### src/rtl/branch_resolution_unit_r0.sv
// EX-stage branch resolution: owns the 2-bit BHT, resolves branches, issues a one-cycle redirect/flush.
// Optional statistics counters are built only when BRU_STATS_EN is defined.
module branch_resolution_unit_r0 #(
    parameter int BIT_WIDTH   = 32,
    parameter int INDEX_WIDTH = 6
) (
    input  logic                 clk,
    input  logic                 rst,
    input  logic [BIT_WIDTH-1:0] if_pc,
    output logic                 if_pred_taken,
    input  logic                 ex_valid,
    input  logic [BIT_WIDTH-1:0] ex_pc,
    input  logic                 ex_pred_taken,
    input  logic                 ex_taken,
    input  logic [BIT_WIDTH-1:0] ex_target,
    output logic                 redirect_valid,
    output logic [BIT_WIDTH-1:0] redirect_pc,
    output logic                 flush,
    output logic [31:0]          stat_branches,
    output logic [31:0]          stat_mispredicts
);

    localparam int BHT_DEPTH = 1 << INDEX_WIDTH;

    typedef enum logic {
        RUN      = 1'b0,
        REDIRECT = 1'b1
    } state_t;

    state_t                 state;
    state_t                 state_next;
    logic [1:0]             bht [BHT_DEPTH];
    logic [INDEX_WIDTH-1:0] if_idx;
    logic [INDEX_WIDTH-1:0] ex_idx;
    logic                   accepted;
    logic                   mispredict;
    logic                   unused_if_pc_bits;

    assign if_idx            = if_pc[INDEX_WIDTH+1:2];
    assign ex_idx            = ex_pc[INDEX_WIDTH+1:2];
    assign unused_if_pc_bits = ^{if_pc[BIT_WIDTH-1:INDEX_WIDTH+2], if_pc[1:0]};

    // Reads the registered table, so a same-cycle update shows up only next cycle.
    assign if_pred_taken = bht[if_idx][1];

    // While in REDIRECT the EX slot holds a wrong-path instruction and is ignored.
    assign accepted   = ex_valid && (state == RUN);
    assign mispredict = accepted && (ex_pred_taken != ex_taken);

    function automatic logic [1:0] train(input logic [1:0] ctr, input logic taken);
        if (taken) begin
            return (ctr == 2'd3) ? ctr : ctr + 2'd1;
        end
        return (ctr == 2'd0) ? ctr : ctr - 2'd1;
    endfunction

    always_comb begin
        // NOTE: default assigned first so no path through the block infers a latch.
        state_next = state;
        case (state)
            RUN:      if (mispredict) state_next = REDIRECT;
            REDIRECT: state_next = RUN;
            default:  state_next = RUN;
        endcase
    end

    // NOTE: non-blocking assignments keep every flop sampling pre-edge values.
    always_ff @(posedge clk) begin
        if (rst) begin
            state          <= RUN;
            redirect_valid <= 1'b0;
            redirect_pc    <= '0;
        end else begin
            state          <= state_next;
            redirect_valid <= mispredict;
            if (mispredict) begin
                redirect_pc <= ex_taken ? ex_target : ex_pc + BIT_WIDTH'(4);
            end
        end
    end

    assign flush = redirect_valid;

    // NOTE: the BHT is reset explicitly because predictions must start weak-not-taken;
    // this keeps it in flops rather than a RAM macro.
    always_ff @(posedge clk) begin
        if (rst) begin
            for (int i = 0; i < BHT_DEPTH; i++) begin
                bht[i] <= 2'd1;
            end
        end else if (accepted) begin
            bht[ex_idx] <= train(bht[ex_idx], ex_taken);
        end
    end

`ifdef BRU_STATS_EN
    always_ff @(posedge clk) begin
        if (rst) begin
            stat_branches    <= '0;
            stat_mispredicts <= '0;
        end else begin
            if (accepted)   stat_branches    <= stat_branches + 32'd1;
            if (mispredict) stat_mispredicts <= stat_mispredicts + 32'd1;
        end
    end
`else
    assign stat_branches    = '0;
    assign stat_mispredicts = '0;
`endif

endmodule

### config.mk
export PLATFORM = sky130hd
export DESIGN_NAME = branch_resolution_unit_r0
export DESIGN_NICKNAME = d
export VERILOG_FILES = /design/src/rtl/branch_resolution_unit_r0.sv
export SDC_FILE = /design/constraint.sdc
export NUM_CORES = 1
export LEC_CHECK = 0
export ABC_AREA = 1
export BUFFER_PORTS_ARGS = -buffer_cell sky130_fd_sc_hd__buf_2
export CAP_MARGIN = 20
export CORE_MARGIN = 2
export CORE_UTILIZATION = 45
export CTS_BUF_LIST = sky130_fd_sc_hd__clkbuf_8
export DETAILED_ROUTE_END_ITERATION = 10
export PLACE_DENSITY = 0.71
export SLEW_MARGIN = 10
export SYNTH_ARGS = -nofsm -noshare
export SYNTH_HDL_FRONTEND = slang
export SYNTH_SLANG_ARGS = --single-unit
### constraint.sdc
create_clock -name clk -period 3.5 [get_ports clk]
set_input_delay 0.35 -clock clk [delete_from_list [all_inputs] [get_ports clk]]
set_output_delay 0.35 -clock clk [all_outputs]
set_load 0.1 [all_outputs]
## Yosys cells after proc, flatten, opt, wreduce, memory -nomap -nowiden

Memories as Yosys holds them, arrays and structs flattened.
Index checks and enable logic that the tools add are counted.

| cells by class | value |
|---|---|
| add/sub/neg operators | 3 |
| $mul | 0 |
| divide/modulo/power cells | 0 |
| order comparisons | 0 |
| equal/unequal tests | 2 |
| shifts and indexed selects | 0 |
| muxes and demuxes | 20 |
| bitwise logic cells | 1 |
| reductions and logical operators | 4 |

Operator list:

| kind | count |
|---|---|
| $add A32 B3 Y32 const B | 1 |
| $mux W32 | 1 |
| $mux W2 | 7 |
| $mux W1 | 10 |
| $mux W6 | 1 |
| $add A2 B1 Y2 const B | 1 |
| $eq A2 B2 Y1 const B | 1 |
| $logic_and A1 B1 Y1 | 2 |
| $logic_not A2 Y1 | 1 |
| $pmux W1 S2 | 1 |
| $reduce_or A2 Y1 | 1 |
| $sub A2 B1 Y2 const B | 1 |
| $ne A1 B1 Y1 | 1 |
| $not A1 Y1 | 1 |

| word-level totals | value |
|---|---|
| register bits | 34 |
| bits in latches | 0 |
| bits in writable memories | 128 |
| memory bits (read-only) | 0 |
| input port bits | 101 |
| output and inout port bits | 99 |
| logic and storage cells | 34 |
| memories kept | 1 |

Memories:

| memory | depth | bits a word | rd ports | clocked after memory_dff | wr ports | RTL line | text |
|---|---|---|---|---|---|---|---|
| bht | 64 | 2 | 2 | 0 | 64 | 32 | `logic [1:0] bht [BHT_DEPTH];` |

## Logic depth before layout (Yosys ltp)

| depth | value |
|---|---|
| depth after elaboration | 8 |
| gate-level depth with buffers | 18 |
| gate-level depth less buffers | 15 |

## Worst setup path before layout

No wires, ideal clock.

| timing path | value |
|---|---|
| kind | input to output |
| from | input port if_pc[2] |
| to | output port if_pred_taken |
| arrival time | 1.853 ns |
| data required time | 3.150 ns |
| slack | 1.297 ns |
| cell stages on the path | 8 |
| buffers on the path | 1 |
| path through | inv_1 > clkbuf_1 > nor2_1 > o211ai_1 > o211ai_1 > nand3_1 > nand3b_1 > nand2_1 |

| on the way | value |
|---|---|
| word-level cells in the longest chain between the ends | 1 |

Ends and longest elaborated chain:

| what | RTL line | text |
|---|---|---|
| start, declared | 9 | `input logic [BIT_WIDTH-1:0] if_pc,` |
| $mem_v2 Z64 W2 | - |  |
| end, declared | 10 | `output logic if_pred_taken,` |

No other way between the ends.

## Final worst setup path

| timing path | value |
|---|---|
| from | input port if_pc[3] |
| to | output port if_pred_taken |

The elaborated chain is that of the path after synthesis.

==> flow_metrics.py <==
metrics = {
    "status": {
        "outcome": "finished, final reports clean",
    },
    "global_route": {
        "grt_pass1_wl_um": 45700,
        "grt_overflow": 0,
        "antenna_found_initial": 2,
        "track_usage_pct": 24.4,
        "grt_pass1_vias": 9084,
        "grt_max_degree": 82,
    },
    "power": {
        "p_leak_nw": 4.80,
        "finalPower_w": 0.00507,
        "power_density_mw_per_mm2": 450,
        "irDropWorstVdd_mv": 0.232,
    },
    "die": {
        "dieArea_mm2": 0.0241,
        "die_x_um": 155,
        "start_util_pct": 45.7,
        "die_h_um": 155,
        "ios": 200,
        "fp-row-count": 55,
        "core_area_mm2": 0.0226,
    },
    "synth": {
        "synth_cell_types": 34,
        "ys.flop_type": "edfxtp_1",
        "async_reset_ff_share_pct": 0,
        "synth_top_cell_by_area": "edfxtp_1",
        "synth_top_area_share_pct": 37.3,
        "netlist_area_mm2": 0.0103,
        "synth_top_cells_by_count": "457 x nand2_1, 234 x nor2_1, 144 x inv_1, 128 x edfxtp_1, 96 x nand3_1",
        "yosys_warnings": 0,
        "yosys-top-cells-area": "edfxtp_1 37%, nand2_1 17%, nor2_1 8.5%, dfxtp_1 6.6%, buf_4 5.3%",
        "synth_edf_count": 128,
        "ys_seq_area_share_pct": 43.9,
        "post-synth-top-count-cell": "nand2_1",
        "syn_avg_cell_area_um2": 7.10,
        "synthCells": 1453,
        "ys_ff_latch": 162,
    },
    "clock_network": {
        "cts_tree": "built",
        "cts_max_level": 4,
        "clock_latency_ns": 0.48,
        "cts_resized": 0,
        "clk_pin_slew_ns": 0.09,
        "clockBufferDepth": 2,
        "cts_root_buffer": "clkbuf_8",
        "numCtsBuffers": 17,
        "postCtsSetupBuffers": 0,
        "clock_sinks": 162,
        "hold_buffers": 0,
    },
    "detailed_routing": {
        "finalWirelength_um": 29600,
        "vias_per_cell": 5.28,
        "drtPass1Iterations": 5,
        "via_count": 9628,
        "drt_iter0_drc": 890,
        "ant_nets": 0,
        "route.detailed.drc": 0,
        "detail_route.wl_per_cell_um": 16.2,
    },
    "critical_path": {
        "worst-r2r-cell-count": 7,
        "critPathKind": "in2out",
        "crit_buf_inv": 3,
        "crit_top_cell": "buf_2",
        "rr_endpoint": "bht[22][1]",
        "start_kind": "input port",
        "critPathMaxStageDelay_ns": 0.43,
        "path_cells": "buf_2 > inv_1 > o21ai_0 > o221ai_1 > o211ai_1 > nand3_1 > nand3b_1 > nand2_1 > buf_2",
        "worst-endpoint-required_ns": 3.15,
        "cp.arrival_ns": 2.36,
        "crit_fanout": 25,
        "r2r-start": "state",
        "critPathSlowestCell": "buf_2",
        "cp-end-kind": "primary output",
        "r2r_slack_ns": 1.05,
        "critical-path-top-delay-family": "buffers and inverters",
    },
    "placement": {
        "gp_congestion": 0.948,
        "placed_cells": 1791,
        "post-dp-hpwl_um": 19900,
        "placement.io_buffers": 109,
    },
    "timing": {
        "worst_pin_slew_ns": 0.960,
        "min_period_over_period_pct": 77.3,
        "slew_headroom_pct": 36.0,
        "clock.fmax_mhz": 370,
        "rsz0062_at_grt": "no",
        "fin_setup_tns_ns": 0,
        "hold_viol": 0,
        "fin_skew_ns": 0.0167,
        "holdWs_ns": 0.145,
        "slew_violations": 0,
        "setup_viol": 0,
        "period_needed_ns": 2.71,
    },
    "hold_path": {
        "hold_class": "in2reg",
        "hold_path_depth": 3,
        "hold_start": "ex_target[2]",
        "min_to": "redirect_pc[2]",
    },
    "finish": {
        "seqCellArea_mm2": 0.00452,
        "drive_gt1_share_pct": 12.2,
        "multiInputGateArea_mm2": 0.00457,
        "nNetsFinal": 1627,
        "fill_cells": 2223,
        "utilization_pct": 49.9,
        "syn_to_final_growth_pct": 9.15,
        "final_cells": 1825,
    },
    "run": {
        "cap_violations": 0,
    },
}
sequential cells by signal, indices dropped and copies added (netlist names):
signal       count
bht            128
flush            1
redirect_pc     32
state            1
worst min-delay path, cell delays in order:
cell and delay, ns:
buf_2 0.10, nand2_1 0.05, a31oi_1 0.07
worst max path at each step:
stage                        start       endpoint  cells after the start
final                     if_pc[3]  if_pred_taken                      9
after global routing      if_pc[3]  if_pred_taken                      9
after CTS                 if_pc[3]  if_pred_taken                      9
after detailed placement  ex_pc[3]     bht[37][1]                     14
after global placement    ex_pc[3]     bht[34][1]                     14
after floorplan           if_pc[2]  if_pred_taken                      8
layout make-up:
type | instances | share of cell area, %
multi-input combinational | 1064 | 40.6
sequential | 162 | 40.2
timing repair buffer | 131 | 6.76
inverter | 149 | 4.97
tap | 285 | 3.17
clock inverter | 15 | 2.17
clock buffer | 17 | 2.08
antenna | 2 | 0.0445
report_power, final:
group          internal [W]  switching [W]
combinational      0.000223        0.00104
sequential          0.00213      0.0000263
clock              0.000874       0.000778
total               0.00322        0.00185
through the flow:
step | area [um^2] | setup WS, ns
after floorplan | 10500 | 1.30
final | 11300 | 0.795
after detailed placement | 10800 | 0.681
after CTS | 11300 | 0.813
after global placement | 10800 | 0.709
after global routing | 11300 | 0.711
routing by layer:
layer,GRT usage [%],vias up,share of wire (%)
li1,-,4648,-
met1,29.6,4446,39
met2,41.8,443,50
met3,4.37,91,7.2
met4,12.1,0,3.9
met5,0,-,0
cell usage in the layout (no fill, tap or decap), drive strengths merged, types with 5 or more instances in the layout:
master,count
o221ai,5
inv,154
clkbuf,17
bufinv,5
edfxtp,128
buf,131
conb,64
nor3,15
o21ai,69
nand4,10
dfxtp,34
xor2,9
nand2,461
a21oi,51
o211ai,18
nand3,97
nor2,237
or2,12
cells by family (layout without fill, tap and decap cells):
kind of cell    Yosys count  in the layout  share of synthesized area, %
simple gates            835            835                          32.7
buf+inv                 290            312                          14.1
flops                   162            162                          43.9
compound gates          151            151                          8.04
xor+xnor                 13             13                          1.10
fa+ha+maj                 1              1                         0.121
other cells               1             66                        0.0364
No activity file was read; power rests on OpenSTA's default activity.
